File: config.mk
export PLATFORM = sky130hd
export DESIGN_NAME = alu_nibble_serial_ctrl_flat
export DESIGN_NICKNAME = d
export VERILOG_FILES = /design/src/rtl/alu_nibble_serial_ctrl_if.sv /design/src/rtl/alu_nibble_serial_ctrl.sv /design/src/flat_wrapper.sv
export SDC_FILE = /design/constraint.sdc
export NUM_CORES = 1
export LEC_CHECK = 0
export ABC_AREA = 1
export BUFFER_PORTS_ARGS = -buffer_cell sky130_fd_sc_hd__buf_2
export CAP_MARGIN = 30
export CORE_AREA = 5 5 85 87
export DETAILED_ROUTE_END_ITERATION = 16
export DIE_AREA = 0 0 90 92
export GPL_TIMING_DRIVEN = 0
export PLACE_DENSITY = 0.68
export SYNTH_ARGS = -nofsm -noshare
export SYNTH_HDL_FRONTEND = slang
export SYNTH_SLANG_ARGS = --single-unit
File: constraint.sdc
create_clock -name clk -period 1.7 [get_ports clk]
set_input_delay 0.34 -clock clk [delete_from_list [all_inputs] [get_ports clk]]
set_output_delay 0.34 -clock clk [all_outputs]
set_load 0.02 [all_outputs]
File: src/rtl/alu_nibble_serial_ctrl_if.sv
// alu_nibble_serial_ctrl_if: command handshake plus 4-bit ALU slice bus for the nibble-serial controller
interface alu_nibble_serial_ctrl_if #(parameter int W = 16);
  logic         start;
  logic [W-1:0] op_a;
  logic [W-1:0] op_b;
  logic [1:0]   op_s;
  logic         op_cin;
  logic         busy;
  logic         done;
  logic [W-1:0] result;
  logic         cout;
  logic [3:0]   alu_a;
  logic [3:0]   alu_b;
  logic [1:0]   alu_s;
  logic         alu_cin;
  logic [3:0]   alu_f;
  logic         alu_cout;
  modport master (
    input  start, op_a, op_b, op_s, op_cin, alu_f, alu_cout,
    output busy, done, result, cout, alu_a, alu_b, alu_s, alu_cin
  );
  modport slave (
    output start, op_a, op_b, op_s, op_cin, alu_f, alu_cout,
    input  busy, done, result, cout, alu_a, alu_b, alu_s, alu_cin
  );
endinterface

File: src/rtl/alu_nibble_serial_ctrl.sv
// alu_nibble_serial_ctrl: drives a shared 4-bit ALU slice one nibble per clock, low nibble first
module alu_nibble_serial_ctrl #(
  parameter int NIBBLES = 4
) (
  input logic clk,
  input logic rst_n,
  alu_nibble_serial_ctrl_if.master bus
);
  localparam int W  = 4 * NIBBLES;
  localparam int IW = $clog2(NIBBLES);
  typedef enum logic [1:0] {IDLE, RUN, DONE} state_t;
  state_t         state_q, state_d;
  logic [W-1:0]   a_q, a_d, b_q, b_d, result_q, result_d;
  logic [1:0]     s_q, s_d;
  logic           cin_q, cin_d, carry_q, carry_d, cout_q, cout_d;
  logic [IW-1:0]  idx_q, idx_d;
  logic           run, last;
  assign run  = state_q == RUN;
  assign last = idx_q == IW'(NIBBLES - 1);
  always_comb begin
    state_d  = state_q;
    a_d      = a_q;
    b_d      = b_q;
    s_d      = s_q;
    cin_d    = cin_q;
    carry_d  = carry_q;
    cout_d   = cout_q;
    idx_d    = idx_q;
    result_d = result_q;
    if (!run && bus.start) begin
      state_d = RUN;
      a_d     = bus.op_a;
      b_d     = bus.op_b;
      s_d     = bus.op_s;
      cin_d   = bus.op_cin;
      carry_d = bus.op_cin;
      idx_d   = '0;
    end else if (run) begin
      result_d[idx_q*4 +: 4] = bus.alu_f;
      a_d     = a_q >> 4;
      b_d     = b_q >> 4;
      idx_d   = last ? '0 : idx_q + 1'b1;
      // carry only chains for ADD; other functions see the original carry-in on every nibble
      carry_d = (s_q == 2'b11) ? bus.alu_cout : cin_q;
      cout_d  = last ? bus.alu_cout : cout_q;
      state_d = last ? DONE : RUN;
    end else if (state_q == DONE) begin
      state_d = IDLE;
    end
  end
  always_ff @(posedge clk or negedge rst_n) begin
    if (!rst_n) begin
      state_q  <= IDLE;
      a_q      <= '0;
      b_q      <= '0;
      s_q      <= '0;
      cin_q    <= 1'b0;
      carry_q  <= 1'b0;
      cout_q   <= 1'b0;
      idx_q    <= '0;
      result_q <= '0;
    end else begin
      state_q  <= state_d;
      a_q      <= a_d;
      b_q      <= b_d;
      s_q      <= s_d;
      cin_q    <= cin_d;
      carry_q  <= carry_d;
      cout_q   <= cout_d;
      idx_q    <= idx_d;
      result_q <= result_d;
    end
  end
  assign bus.busy    = run;
  assign bus.done    = state_q == DONE;
  assign bus.result  = result_q;
  assign bus.cout    = cout_q;
  assign bus.alu_a   = run ? a_q[3:0] : 4'h0;
  assign bus.alu_b   = run ? b_q[3:0] : 4'h0;
  assign bus.alu_s   = run ? s_q : 2'b00;
  assign bus.alu_cin = run ? carry_q : 1'b0;
endmodule

File: src/flat_wrapper.sv
// flat-port wrapper written by rule: the top's interface ports become plain ports
module alu_nibble_serial_ctrl_flat 
#(
  parameter int NIBBLES = 4
)
  (clk, rst_n, bus_start, bus_op_a, bus_op_b, bus_op_s, bus_op_cin, bus_alu_f, bus_alu_cout, bus_busy, bus_done, bus_result, bus_cout, bus_alu_a, bus_alu_b, bus_alu_s, bus_alu_cin);
  alu_nibble_serial_ctrl_if #(.W((16))) bus_i ();
  input logic clk;
  input logic rst_n;
  input wire logic [$bits(bus_i.start)-1:0] bus_start;
  input wire logic [$bits(bus_i.op_a)-1:0] bus_op_a;
  input wire logic [$bits(bus_i.op_b)-1:0] bus_op_b;
  input wire logic [$bits(bus_i.op_s)-1:0] bus_op_s;
  input wire logic [$bits(bus_i.op_cin)-1:0] bus_op_cin;
  input wire logic [$bits(bus_i.alu_f)-1:0] bus_alu_f;
  input wire logic [$bits(bus_i.alu_cout)-1:0] bus_alu_cout;
  output wire logic [$bits(bus_i.busy)-1:0] bus_busy;
  output wire logic [$bits(bus_i.done)-1:0] bus_done;
  output wire logic [$bits(bus_i.result)-1:0] bus_result;
  output wire logic [$bits(bus_i.cout)-1:0] bus_cout;
  output wire logic [$bits(bus_i.alu_a)-1:0] bus_alu_a;
  output wire logic [$bits(bus_i.alu_b)-1:0] bus_alu_b;
  output wire logic [$bits(bus_i.alu_s)-1:0] bus_alu_s;
  output wire logic [$bits(bus_i.alu_cin)-1:0] bus_alu_cin;
  assign bus_i.start = bus_start;
  assign bus_i.op_a = bus_op_a;
  assign bus_i.op_b = bus_op_b;
  assign bus_i.op_s = bus_op_s;
  assign bus_i.op_cin = bus_op_cin;
  assign bus_i.alu_f = bus_alu_f;
  assign bus_i.alu_cout = bus_alu_cout;
  assign bus_busy = bus_i.busy;
  assign bus_done = bus_i.done;
  assign bus_result = bus_i.result;
  assign bus_cout = bus_i.cout;
  assign bus_alu_a = bus_i.alu_a;
  assign bus_alu_b = bus_i.alu_b;
  assign bus_alu_s = bus_i.alu_s;
  assign bus_alu_cin = bus_i.alu_cin;
  alu_nibble_serial_ctrl #(.NIBBLES(NIBBLES)) u_core (.clk(clk), .rst_n(rst_n), .bus(bus_i));
endmodule
## After elaboration in Yosys (flattened, before gate mapping)

Index checks and enable logic that the tools add are counted.

- Register bits: 57
- Input bits: 43
- Output and inout bits: 30

- $add $sub $neg: 2
- Eq/ne operators: 4
- Shift operators: 2
- Muxes and demuxes: 19
- Bitwise gates (word level): 1
- Reduce and logical (&&, ||, !) cells: 6

Operators with widths:

| operator | count |
|---|---|
| $mux 16 | 4 |
| $neg 4->34 | 1 |
| $shift 4x34->16 const A | 1 |
| $shiftx 4x34->16 | 1 |
| $bwmux 16 | 1 |
| $mux 2 | 8 |
| $mux 4 | 2 |
| $eq 2x2->1 const B | 3 |
| $mux 1 | 4 |
| $reduce_and 3->1 | 1 |
| $reduce_bool 3->1 | 1 |
| $add 2x1->2 const B | 1 |
| $eq 2x1->1 const B | 1 |
| $reduce_and 2->1 | 1 |
| $reduce_bool 2->1 | 1 |
| $logic_and 1x1->1 | 1 |
| $logic_not 1->1 | 1 |
| $not 1->1 | 1 |

## Logic depth before layout (Yosys ltp)

Gate-level depths: netlist of the first run.

- Depth in word-level cells: 5
- Depth in mapped cells: 7
- Gate-level depth less buffers: 7

## Worst setup path before layout of the first run

Ideal clock, no wire load.

- Kind: reg-to-output
- From: reg u_core.state_q[1]
- To: out bus_alu_a[0]
- Arrival: 1.140 ns
- Slack: 0.220 ns
- Stages on the path, launching flop included: 6
- Path buffers: 2
- Cells stage by stage: dfrtp_1 inv_2 nand2_4 buf_6 buf_2 nor2_1

- Cells in the longest elaborated chain, start to end: 2

Ends and longest elaborated chain:

| item | line | RTL |
|---|---|---|
| start, declared | alu_nibble_serial_ctrl.sv:12 | `state_t state_q, state_d;` |
| start signal, assigned | alu_nibble_serial_ctrl.sv:63 | `state_q <= state_d;` |
| $eq 2x1->1 | alu_nibble_serial_ctrl.sv:18 | `assign run = state_q == RUN;` |
| $mux 4 | alu_nibble_serial_ctrl.sv:78 | `assign bus.alu_a = run ? a_q[3:0] : 4'h0;` |
| end, declared | flat_wrapper.sv:21 | `output wire logic [$bits(bus_i.alu_a)-1:0] bus_alu_a;` |

Every way passes these cells.

## Worst setup path after layout of the first run

- From: reg u_core.state_q[1]
- To: out bus_done

- Cells in the longest elaborated chain, start to end: 1

Ends and longest elaborated chain:

| item | line | RTL |
|---|---|---|
| $eq 2x2->1 | alu_nibble_serial_ctrl.sv:75 | `assign bus.done = state_q == DONE;` |
| end, declared | flat_wrapper.sv:18 | `output wire logic [$bits(bus_i.done)-1:0] bus_done;` |

Every way passes these cells.

==> results.sh, run 1 <==
export IMPL_ys_flop_type="dfrtp_1"
export IMPL_hold_violations=0
export IMPL_slew_headroom_pct=66.3
export IMPL_cts_sinks=57
export IMPL_dieArea_mm2=0.00828
export IMPL_overflow=0
export IMPL_yosys_top_cells_area="dfrtp_1, nand2_1, nand3_1"
export IMPL_async_flop_share_pct=100
export IMPL_ios=73
export IMPL_grt_pass1_vias=2468
export IMPL_drc=0
export IMPL_drtPass1Iterations=4
export IMPL_wire_per_inst_um=13.4
export IMPL_syn_to_final_growth_pct=29.2
export IMPL_die_w_um=90
export IMPL_first_iter_violations=152
export IMPL_pwr_density_cell_mw_per_mm2=2020
export IMPL_ys_seq_area_share_pct=51.4
export IMPL_p_total_mw=7.26
export IMPL_required_ns=1.36
export IMPL_ctsRootBufferMaster="clkbuf_8"
export IMPL_netlist_area_leader_share_pct=51.4
export IMPL_maxCapViolCount=0
export IMPL_startpoint="u_core.state_q[1]"
export IMPL_tritoncts="built"
export IMPL_start_util_pct=44.2
export IMPL_ys_ff_latch=57
export IMPL_drt_vias_per_instance=4.83
export IMPL_slew_viol_final=0
export IMPL_p_leak_nw=2.02
export IMPL_nets=482
export IMPL_ctsHtreeMaxLevel=3
export IMPL_hold_path_startpoint="bus_op_b[15]"
export IMPL_fill_cells=616
export IMPL_fp_row_count=29
export IMPL_synth_edf_count=0
export IMPL_clk_insertion_delay_late_ns=0.32
export IMPL_hp_class="input pin to flip-flop"
export IMPL_critical_path_startpoint_type="flip-flop"
export IMPL_coreArea_mm2=0.00628
export IMPL_portBuffers=71
export IMPL_crit_arrival_ns=1.29
export IMPL_fmax_mhz=614
export IMPL_drive_above_1_share_pct=28.7
export IMPL_fin_area_mm2=0.00358
export IMPL_fin_cells=516
export IMPL_yosysMostFrequentCell="nand2_1"
export IMPL_path_clk_slew_ns=0.07
export IMPL_vdd_drop_max_v=0.00105
export IMPL_cts_buffer_depth=2
export IMPL_ys_types=18
export IMPL_path_max_fanout=4
export IMPL_cts_buffers=9
export IMPL_syn_inst=345
export IMPL_fin_crit_ns=1.63
export IMPL_grtUsageTotal_pct=17.4
export IMPL_placed_cells=494
export IMPL_diodes=0
export IMPL_finalSetupViolCount=0
export IMPL_skew_ns=0.00987
export IMPL_vias=2490
export IMPL_rr_startpoint="u_core.idx_q[0]"
export IMPL_outcome="completed"
export IMPL_place_area_mm2=0.00325
export IMPL_worst_setup_path_end_kind="output pin"
export IMPL_synth_common_cells="nand2_1, nand3_1, dfrtp_1"
export IMPL_fin_crit_sh_pct=95.8
export IMPL_fin_setup_tns_ns=0
export IMPL_gp_congestion=0.817
export IMPL_syn_area_per_cell_um2=8.04
export IMPL_ys_warnings_count=0
export IMPL_worstMarginPinSlew_ns=0.506
export IMPL_die_y_um=92
export IMPL_antenna_found_initial=0
export IMPL_crit_type="flip-flop to output pin"
export IMPL_grt_pass1_wl_um=11900
export IMPL_syn_cell_area_mm2=0.00277
export IMPL_synth_nets=393
export IMPL_ant_nets=0
export IMPL_dp_hpwl_um=5030
export IMPL_wirelength_um=6900
export IMPL_yosysTopAreaCell="dfrtp_1"
export IMPL_grt_max_degree=41
## layer usage
layer  vias to the layer above  routed length, um  GRT usage [%]
met1                      1135               3290           24.4
met5                         -                  0              0
met2                        64               3210           27.1
met4                         0                 89           6.33
met3                         6                299           3.27
li1                       1285                  -              -
## state kept, by name, summed over array words and instances, names as in the netlist
| register | flops |
|---|---|
| u_core.b_q | 16 |
| u_core.state_q | 2 |
| u_core.idx_q | 2 |
| u_core.s_q | 2 |
| u_core.bus.result | 16 |
| u_core.carry_q | 1 |
| u_core.a_q | 16 |
| u_core.cin_q | 1 |
| u_core.bus.cout | 1 |
## per-stage QoR
stage | utilization (%) | setup slack (ns) | hold slack [ns]
floorplan | - | 0.220 | 0.0444
global placement | 51.4 | 0.180 | 0.456
detailed placement | 51.7 | 0.150 | 0.314
CTS | 56.3 | 0.00327 | 0.195
global route | 57.1 | -0.00746 | 0.210
finish | 57.1 | 0.0717 | 0.209
## cell type report
class / instances / area (um^2) / share of cell area (%)
Sequential cell: 57 / 1430 / 39.8
Multi-Input combinational cell: 237 / 1120 / 31.2
Timing Repair Buffer: 79 / 445 / 12.4
Clock buffer: 10 / 138 / 3.84
Buffer: 16 / 129 / 3.60
Inverter: 34 / 128 / 3.56
Clock inverter: 6 / 105 / 2.93
Tap cell: 77 / 96.3 / 2.69
## cells in the final DEF, fill, tap and decap left out
cell type | synthesis | routed
buf_12 | 0 | 1
nand2_4 | 2 | 1
nand2_8 | 0 | 1
buf_4 | 4 | 14
clkbuf_8 | 0 | 10
nand3_1 | 79 | 79
bufinv_16 | 0 | 3
o22ai_1 | 1 | 1
nor2_4 | 1 | 1
nor2_2 | 1 | 4
inv_1 | 30 | 30
clkbuf_1 | 1 | 1
buf_2 | 8 | 72
inv_2 | 4 | 4
nor2_1 | 27 | 24
dfrtp_1 | 57 | 57
ha_1 | 5 | 5
o21ai_2 | 6 | 6
o21ai_0 | 7 | 7
clkinv_2 | 0 | 3
nand4_1 | 1 | 1
buf_6 | 4 | 4
nand2_1 | 107 | 107
buf_8 | 0 | 2
dlygate4sd3_1 | 0 | 1
## report_power, final
part           internal [mW]  total (mW)  switching, mW  leakage (nW)
sequential              1.92        2.24          0.319         0.751
clock                   1.01        1.54          0.537         0.126
combinational           1.31        3.48           2.17          1.14
## worst paths after layout
check | endpoint | slack (ns) | cells past startpoint
max | bus_done | 0.07 | 5
min | u_core.b_q[15] | 0.21 | 3
max reg2reg | u_core.bus.result[3] | 0.16 | 7
min reg2reg | u_core.a_q[13] | 0.47 | 2
max in group asynchronous | u_core.idx_q[0] | 0.61 | 3
min in group asynchronous | u_core.a_q[3] | 0.53 | 2
## cell families (layout without fill, tap and decap cells)
logic type / count (synthesis) / count (layout) / share of synthesized area, %
simple gates: 218 / 218 / 34.1
flops: 57 / 57 / 51.4
buf+inv: 51 / 145 / 8.89
compound gates: 14 / 14 / 3.38
fa+ha+maj: 5 / 5 / 2.26
## what timing repair did
action	in CTS	in global routing
endpoints found under the hold margin	17	0
resized for setup	6	10
pin swaps	1	1
gates cloned	0	0
endpoints found under the setup margin	12	13
hold buffers	1	0
setup buffers	3	3
## critical path: stages (launching register included)
cell and delay (ns):
dfrtp_1 0.36, inv_2 0.07, buf_4 0.13, buf_4 0.14, nor2_1 0.09, buf_2 0.17
Note: power is estimated with default switching activity, not from simulation.
==> run 2: changes to the inputs <==
--- a/config.mk
+++ b/config.mk
@@ -11,2 +11,3 @@
 export CORE_AREA = 5 5 85 87
+export CTS_CLUSTER_DIAMETER = 50
 export DETAILED_ROUTE_END_ITERATION = 16
==> constraint.sdc (replaced) <==
create_clock -name clk -period 1.7 [get_ports clk]
set_input_delay 0.085 -clock clk [delete_from_list [all_inputs] [get_ports clk]]
set_output_delay 0.085 -clock clk [all_outputs]
set_load 0.02 [all_outputs]
==> run 2 against run 1 <==
Effect of this change: via count grew 1.8%; wire length about the same; first-iteration DRC count is 14% lower; sequential share of layout area decreased by 1.4 points; clock-buffer cell count stayed put; critical path depth stayed put; total power down 3.1%; critical endpoint is now bus_busy; worst hold slack lost 0.20 ns.
==> results.sh, run 2 (same netlist as run 1, synthesis figures left out) <==
export IMPL_r2r_end="u_core.bus.result[3]"
export IMPL_fmax_mhz=624
export IMPL_pwr_share_clk_pct=22.0
export IMPL_dieArea_mm2=0.00828
export IMPL_swShare_pct=42.0
export IMPL_grt_pass1_vias=2511
export IMPL_vdd_drop_max_v=0.00109
export IMPL_grt_met1_usage_pct=24.4
export IMPL_fin_crit_ns=1.60
export IMPL_reg2reg_depth=7
export IMPL_worstMarginPinSlew_ns=0.486
export IMPL_overflow=0
export IMPL_die_y_um=92
export IMPL_grtUsageTotal_pct=17.5
export IMPL_final_common_cell="nand2_1"
export IMPL_placed_cells=494
export IMPL_combPwrFrac_pct=46.1
export IMPL_crit_arrival_ns=1.52
export IMPL_wirelength_um=6900
export IMPL_path_cells="buf_6 -> inv_2 -> nor2_4 -> buf_4 -> buf_2"
export IMPL_grt_util_met2_pct=27.5
export IMPL_hp_class="input pin to flip-flop"
export IMPL_vias=2534
export IMPL_slew_viol_final=0
export IMPL_die_w_um=90
export IMPL_fin_cells=532
export IMPL_pwr_share_seq_pct=31.9
export IMPL_fill_cells=601
export IMPL_cts_sinks=57
export IMPL_reg2reg_slack_ns=0.16
export IMPL_drc=0
export IMPL_cts_buffers=9
export IMPL_p_int_mw=4.08
export IMPL_ant_nets=0
export IMPL_ctsHtreeMaxLevel=3
export IMPL_p_leak_nw=2.08
export IMPL_crit_end="bus_busy"
export IMPL_dp_hpwl_um=5030
export IMPL_fin_setup_tns_ns=0
export IMPL_crit_slowest_cell="dfrtp_1"
export IMPL_p_switching_mw=2.95
export IMPL_fp_row_count=29
export IMPL_gp_congestion=0.817
export IMPL_outcome="completed"
export IMPL_start_util_pct=44.2
export IMPL_worst_setup_path_end_kind="output pin"
export IMPL_critical_path_startpoint_type="flip-flop"
export IMPL_coreArea_mm2=0.00628
export IMPL_clk_insertion_delay_late_ns=0.33
export IMPL_ios=73
export IMPL_skew_ns=0.00995
export IMPL_diodes=0
export IMPL_pwr_density_cell_mw_per_mm2=1890
export IMPL_slew_headroom_pct=67.6
export IMPL_cts_buffer_depth=2
export IMPL_syn_to_final_growth_pct=33.8
export IMPL_drtPass1Iterations=4
export IMPL_grt_max_degree=41
export IMPL_path_max_fanout=10
export IMPL_antenna_found_initial=0
export IMPL_first_iter_violations=130
export IMPL_path_clk_slew_ns=0.07
export IMPL_nets=498
export IMPL_hold_violations=0
export IMPL_grt_use_met3_pct=3.19
export IMPL_crit_type="flip-flop to output pin"
export IMPL_required_ns=1.62
export IMPL_maxCapViolCount=0
export IMPL_grt_pass1_wl_um=12000
export IMPL_grt_busiest_layer="met2"
export IMPL_whs_ns=0.00808
export IMPL_rsz0062_at_grt="false"
export IMPL_rr_startpoint="u_core.idx_q[0]"
export IMPL_wire_per_inst_um=13.0
export IMPL_ctsRootBufferMaster="clkbuf_8"
export IMPL_startpoint="u_core.state_q[0]"
export IMPL_critPathMaxStageDelay_ns=0.34
export IMPL_tritoncts="built"
export IMPL_fin_crit_sh_pct=94.3
export IMPL_portBuffers=71
export IMPL_drive_above_1_share_pct=26.4
export IMPL_mostFrequentLayoutCells="nand2_1, nand3_1, buf_2, dfrtp_1, inv_1"
export IMPL_finalSetupViolCount=0
export IMPL_drt_vias_per_instance=4.76
[run 2: area by class of cell]
class	count	area (um^2)	share of cell area [%]
Buffer	17	119	3.20
Clock buffer	10	138	3.71
Clock inverter	6	105	2.83
Inverter	34	128	3.44
Multi-Input combinational cell	237	1100	29.7
Sequential cell	57	1430	38.4
Tap cell	77	96.3	2.60
Timing Repair Buffer	94	596	16.0
[run 2: how the worst min path moves through the flow]
| stage | from | to | slack, ns | cells past startpoint |
|---|---|---|---|---|
| 2_1_floorplan | rst_n | u_core.a_q[0] | -0.21 | 0 |
| 3_3_place_gp | bus_op_s[0] | u_core.s_q[0] | 0.29 | 3 |
| 3_5_place_dp | rst_n | u_core.bus.result[10] | 0.06 | 1 |
| 4_1_cts | bus_op_b[11] | u_core.b_q[11] | 0.0008 | 3 |
| 5_1_grt | bus_op_a[2] | u_core.a_q[2] | 0.02 | 3 |
| 6_report | bus_op_b[11] | u_core.b_q[11] | 0.008 | 3 |
[run 2: metal layers]
metal / wire, um / vias to the layer above
li1: - / 1311
met1: 3270 / 1159
met5: 0 / -
met3: 334 / 7
met2: 3190 / 57
met4: 105 / 0
[run 2: power groups by stage]
stage | Combinational (mW) | Clock [mW] | Sequential (mW)
2_1_floorplan | 2.10 | 0 | 2.41
3_3_place_gp | 3.14 | 0 | 2.24
3_5_place_dp | 3.20 | 0 | 2.26
4_1_cts | 3.25 | 1.58 | 2.24
5_1_grt | 3.67 | 1.64 | 2.32
6_report | 3.24 | 1.54 | 2.24
[run 2: metrics by stage]
stage	utilization, %	cell area [um^2]	worst slack [ns]	total power, mW
2_1_floorplan	-	2770	0.366	4.51
3_3_place_gp	51.4	3230	0.180	5.38
3_5_place_dp	51.7	3250	0.150	5.46
4_1_cts	58.9	3700	0.0677	7.07
5_1_grt	59.1	3710	0.00184	7.63
6_report	59.1	3710	0.0965	7.03
[run 2: what timing repair did]
item,4_1_cts,5_1_grt
setup endpoints to repair,0,10
hold buffers,21,0
endpoints found under the hold margin,37,0
resized for setup,0,2
setup buffers,0,1
[run 2: worst max-delay path, delay by kind of cell, from the launching register on]
kind	cells	cell delay (ns)
simple gates	1	0.24
buf+inv	4	0.61
flops	1	0.34
==> run 3: changes to the inputs <==
CORE_AREA = 5 5 81 91   (was 5 5 85 87)
DIE_AREA = 0 0 86 96   (was 0 0 90 92)
==> run 3 against run 2 <==
Effect of this change: clock power fell by 20%; largest cell class unchanged; highest routed layer unchanged; die area shrank 0.29%; first-iteration DRC count grew 21%; clock-buffer cell count grew 3; sequential power hardly changed; fmax down 0.13%; register-to-register slack about the same.
==> results.sh, run 3 (same netlist as run 1, synthesis figures left out) <==
export IMPL_outcome="completed"
export IMPL_vias=2538
export IMPL_hp_class="input pin to flip-flop"
export IMPL_dp_hpwl_um=5060
export IMPL_die_y_um=96
export IMPL_path_cells="buf_6 -> inv_2 -> nor2_4 -> buf_4 -> buf_2"
export IMPL_p_leak_nw=2.05
export IMPL_grt_max_degree=38
export IMPL_drtPass1Iterations=4
export IMPL_crit_arrival_ns=1.52
export IMPL_coreArea_mm2=0.00640
export IMPL_reg2reg_depth=5
export IMPL_ctsRootBufferMaster="clkbuf_8"
export IMPL_grt_pass1_wl_um=11500
export IMPL_worstMarginPinSlew_ns=0.522
export IMPL_die_w_um=86
export IMPL_utilization_pct=57.2
export IMPL_drive_above_1_share_pct=26.2
export IMPL_portBuffers=71
export IMPL_critPathMaxStageDelay_ns=0.34
export IMPL_cts_buffer_depth=2
export IMPL_swShare_pct=43.8
export IMPL_tritoncts="built"
export IMPL_crit_family="buffers and inverters"
export IMPL_ios=73
export IMPL_ant_nets=0
export IMPL_crit_cells=5
export IMPL_drc=0
export IMPL_pwr_density_cell_mw_per_mm2=1840
export IMPL_cts_buffers=9
export IMPL_critical_path_startpoint_type="flip-flop"
export IMPL_path_max_fanout=10
export IMPL_drt_vias_per_instance=4.74
export IMPL_hold_violations=0
export IMPL_crit_type="flip-flop to output pin"
export IMPL_combPwrFrac_pct=48.4
export IMPL_setup_ws_ns=0.0945
export IMPL_overflow=0
export IMPL_fin_area_mm2=0.00366
export IMPL_grt_pass1_vias=2500
export IMPL_vdd_drop_max_v=0.000687
export IMPL_whs_ns=0.00463
export IMPL_path_clk_slew_ns=0.07
export IMPL_cts_sinks=57
export IMPL_worst_setup_path_end_kind="output pin"
export IMPL_slew_headroom_pct=65.2
export IMPL_diodes=0
export IMPL_place_area_mm2=0.00325
export IMPL_p_switching_mw=2.95
export IMPL_slew_viol_final=0
export IMPL_p_int_mw=3.79
export IMPL_pwr_share_clk_pct=18.2
export IMPL_syn_to_final_growth_pct=31.9
export IMPL_pwr_share_seq_pct=33.4
export IMPL_grtUsageTotal_pct=17.8
export IMPL_fp_row_count=31
export IMPL_finalSetupViolCount=0
export IMPL_hold_depth=3
export IMPL_final_common_cell="nand2_1"
export IMPL_maxCapViolCount=0
export IMPL_wirelength_um=6960
export IMPL_start_util_pct=43.3
export IMPL_clk_insertion_delay_late_ns=0.33
export IMPL_first_iter_violations=157
export IMPL_fin_setup_tns_ns=0
export IMPL_fin_crit_sh_pct=94.4
export IMPL_ctsHtreeMaxLevel=3
export IMPL_required_ns=1.62
export IMPL_wire_per_inst_um=13.0
export IMPL_gp_congestion=0.776
export IMPL_dieArea_mm2=0.00826
export IMPL_critPathBufInv=4
export IMPL_nets=497
export IMPL_antenna_found_initial=0
export IMPL_fmax_mhz=623
export IMPL_fin_crit_ns=1.61
export IMPL_post_place_ws_ns=0.148
export IMPL_crit_slowest_cell="dfrtp_1"
export IMPL_skew_ns=0.00736
export IMPL_mostFrequentLayoutCells="nand2_1, buf_2, nand3_1, dfrtp_1, inv_1"
## run 3: cell types whose count changed in the layout (fill, tap and decap cells not counted), sizes merged
cell         previous run  this run
clkinv                  3         2
dlygate4sd3            21        20
bufinv                  3         1
clkbuf                 11        14
## run 3: area by class of cell
| cell class | count | area, um^2 |
|---|---|---|
| clock inverter | 3 | 40.0 |
| buffer | 17 | 119 |
| fill | 620 | 2740 |
| sequential | 57 | 1430 |
| clock buffer | 13 | 149 |
| multi-input combinational | 237 | 1110 |
| timing repair buffer | 93 | 583 |
| tap | 82 | 103 |
| inverter | 34 | 128 |
## run 3: per-layer routing
metal / track usage [%] / share of wire, % / vias up
li1: - / - / 1303
met1: 22.9 / 45 / 1162
met2: 29.3 / 48 / 63
met3: 3.51 / 5.3 / 10
met4: 7.52 / 1.7 / 0
met5: 0 / 0 / -
## run 3: timing repair
item                                    CTS  global route
endpoints found under the setup margin    0            18
gates resized for setup                   0             3
hold endpoints to repair                 39             0
hold buffers                             20             0
setup buffers                             0             1
## run 3: power by group through the flow
stage | combinational [mW] | sequential, mW | clock, mW
after CTS | 3.24 | 2.25 | 1.25
final | 3.26 | 2.25 | 1.23
after global placement | 3.13 | 2.24 | 0
after floorplan | 2.10 | 2.41 | 0
after detailed placement | 3.20 | 2.27 | 0
after global routing | 3.61 | 2.32 | 1.32
## run 3: through the flow
step | std cells | power (mW)
after floorplan | 345 | 4.51
after global placement | 498 | 5.37
after detailed placement | 499 | 5.47
after CTS | 535 | 6.74
after global routing | 536 | 7.25
final | 536 | 6.73
## run 3: path summary, 6_finish.rpt
check,from,end,slack (ns)
max in group asynchronous,rst_n,u_core.b_q[13],0.86
worst max-delay path,u_core.state_q[0],bus_busy,0.09
worst min register to register,u_core.a_q[13],u_core.a_q[13],0.47
worst max register to register,u_core.idx_q[0],u_core.bus.result[13],0.17
min in group asynchronous,rst_n,u_core.bus.result[11],0.27
worst min-delay path,bus_op_b[9],u_core.b_q[9],0.005
## run 3: tightest hold or removal path, stage by stage
cell and delay, ns:
buf_2 0.08, nand3_1 0.07, nand3_1 0.06
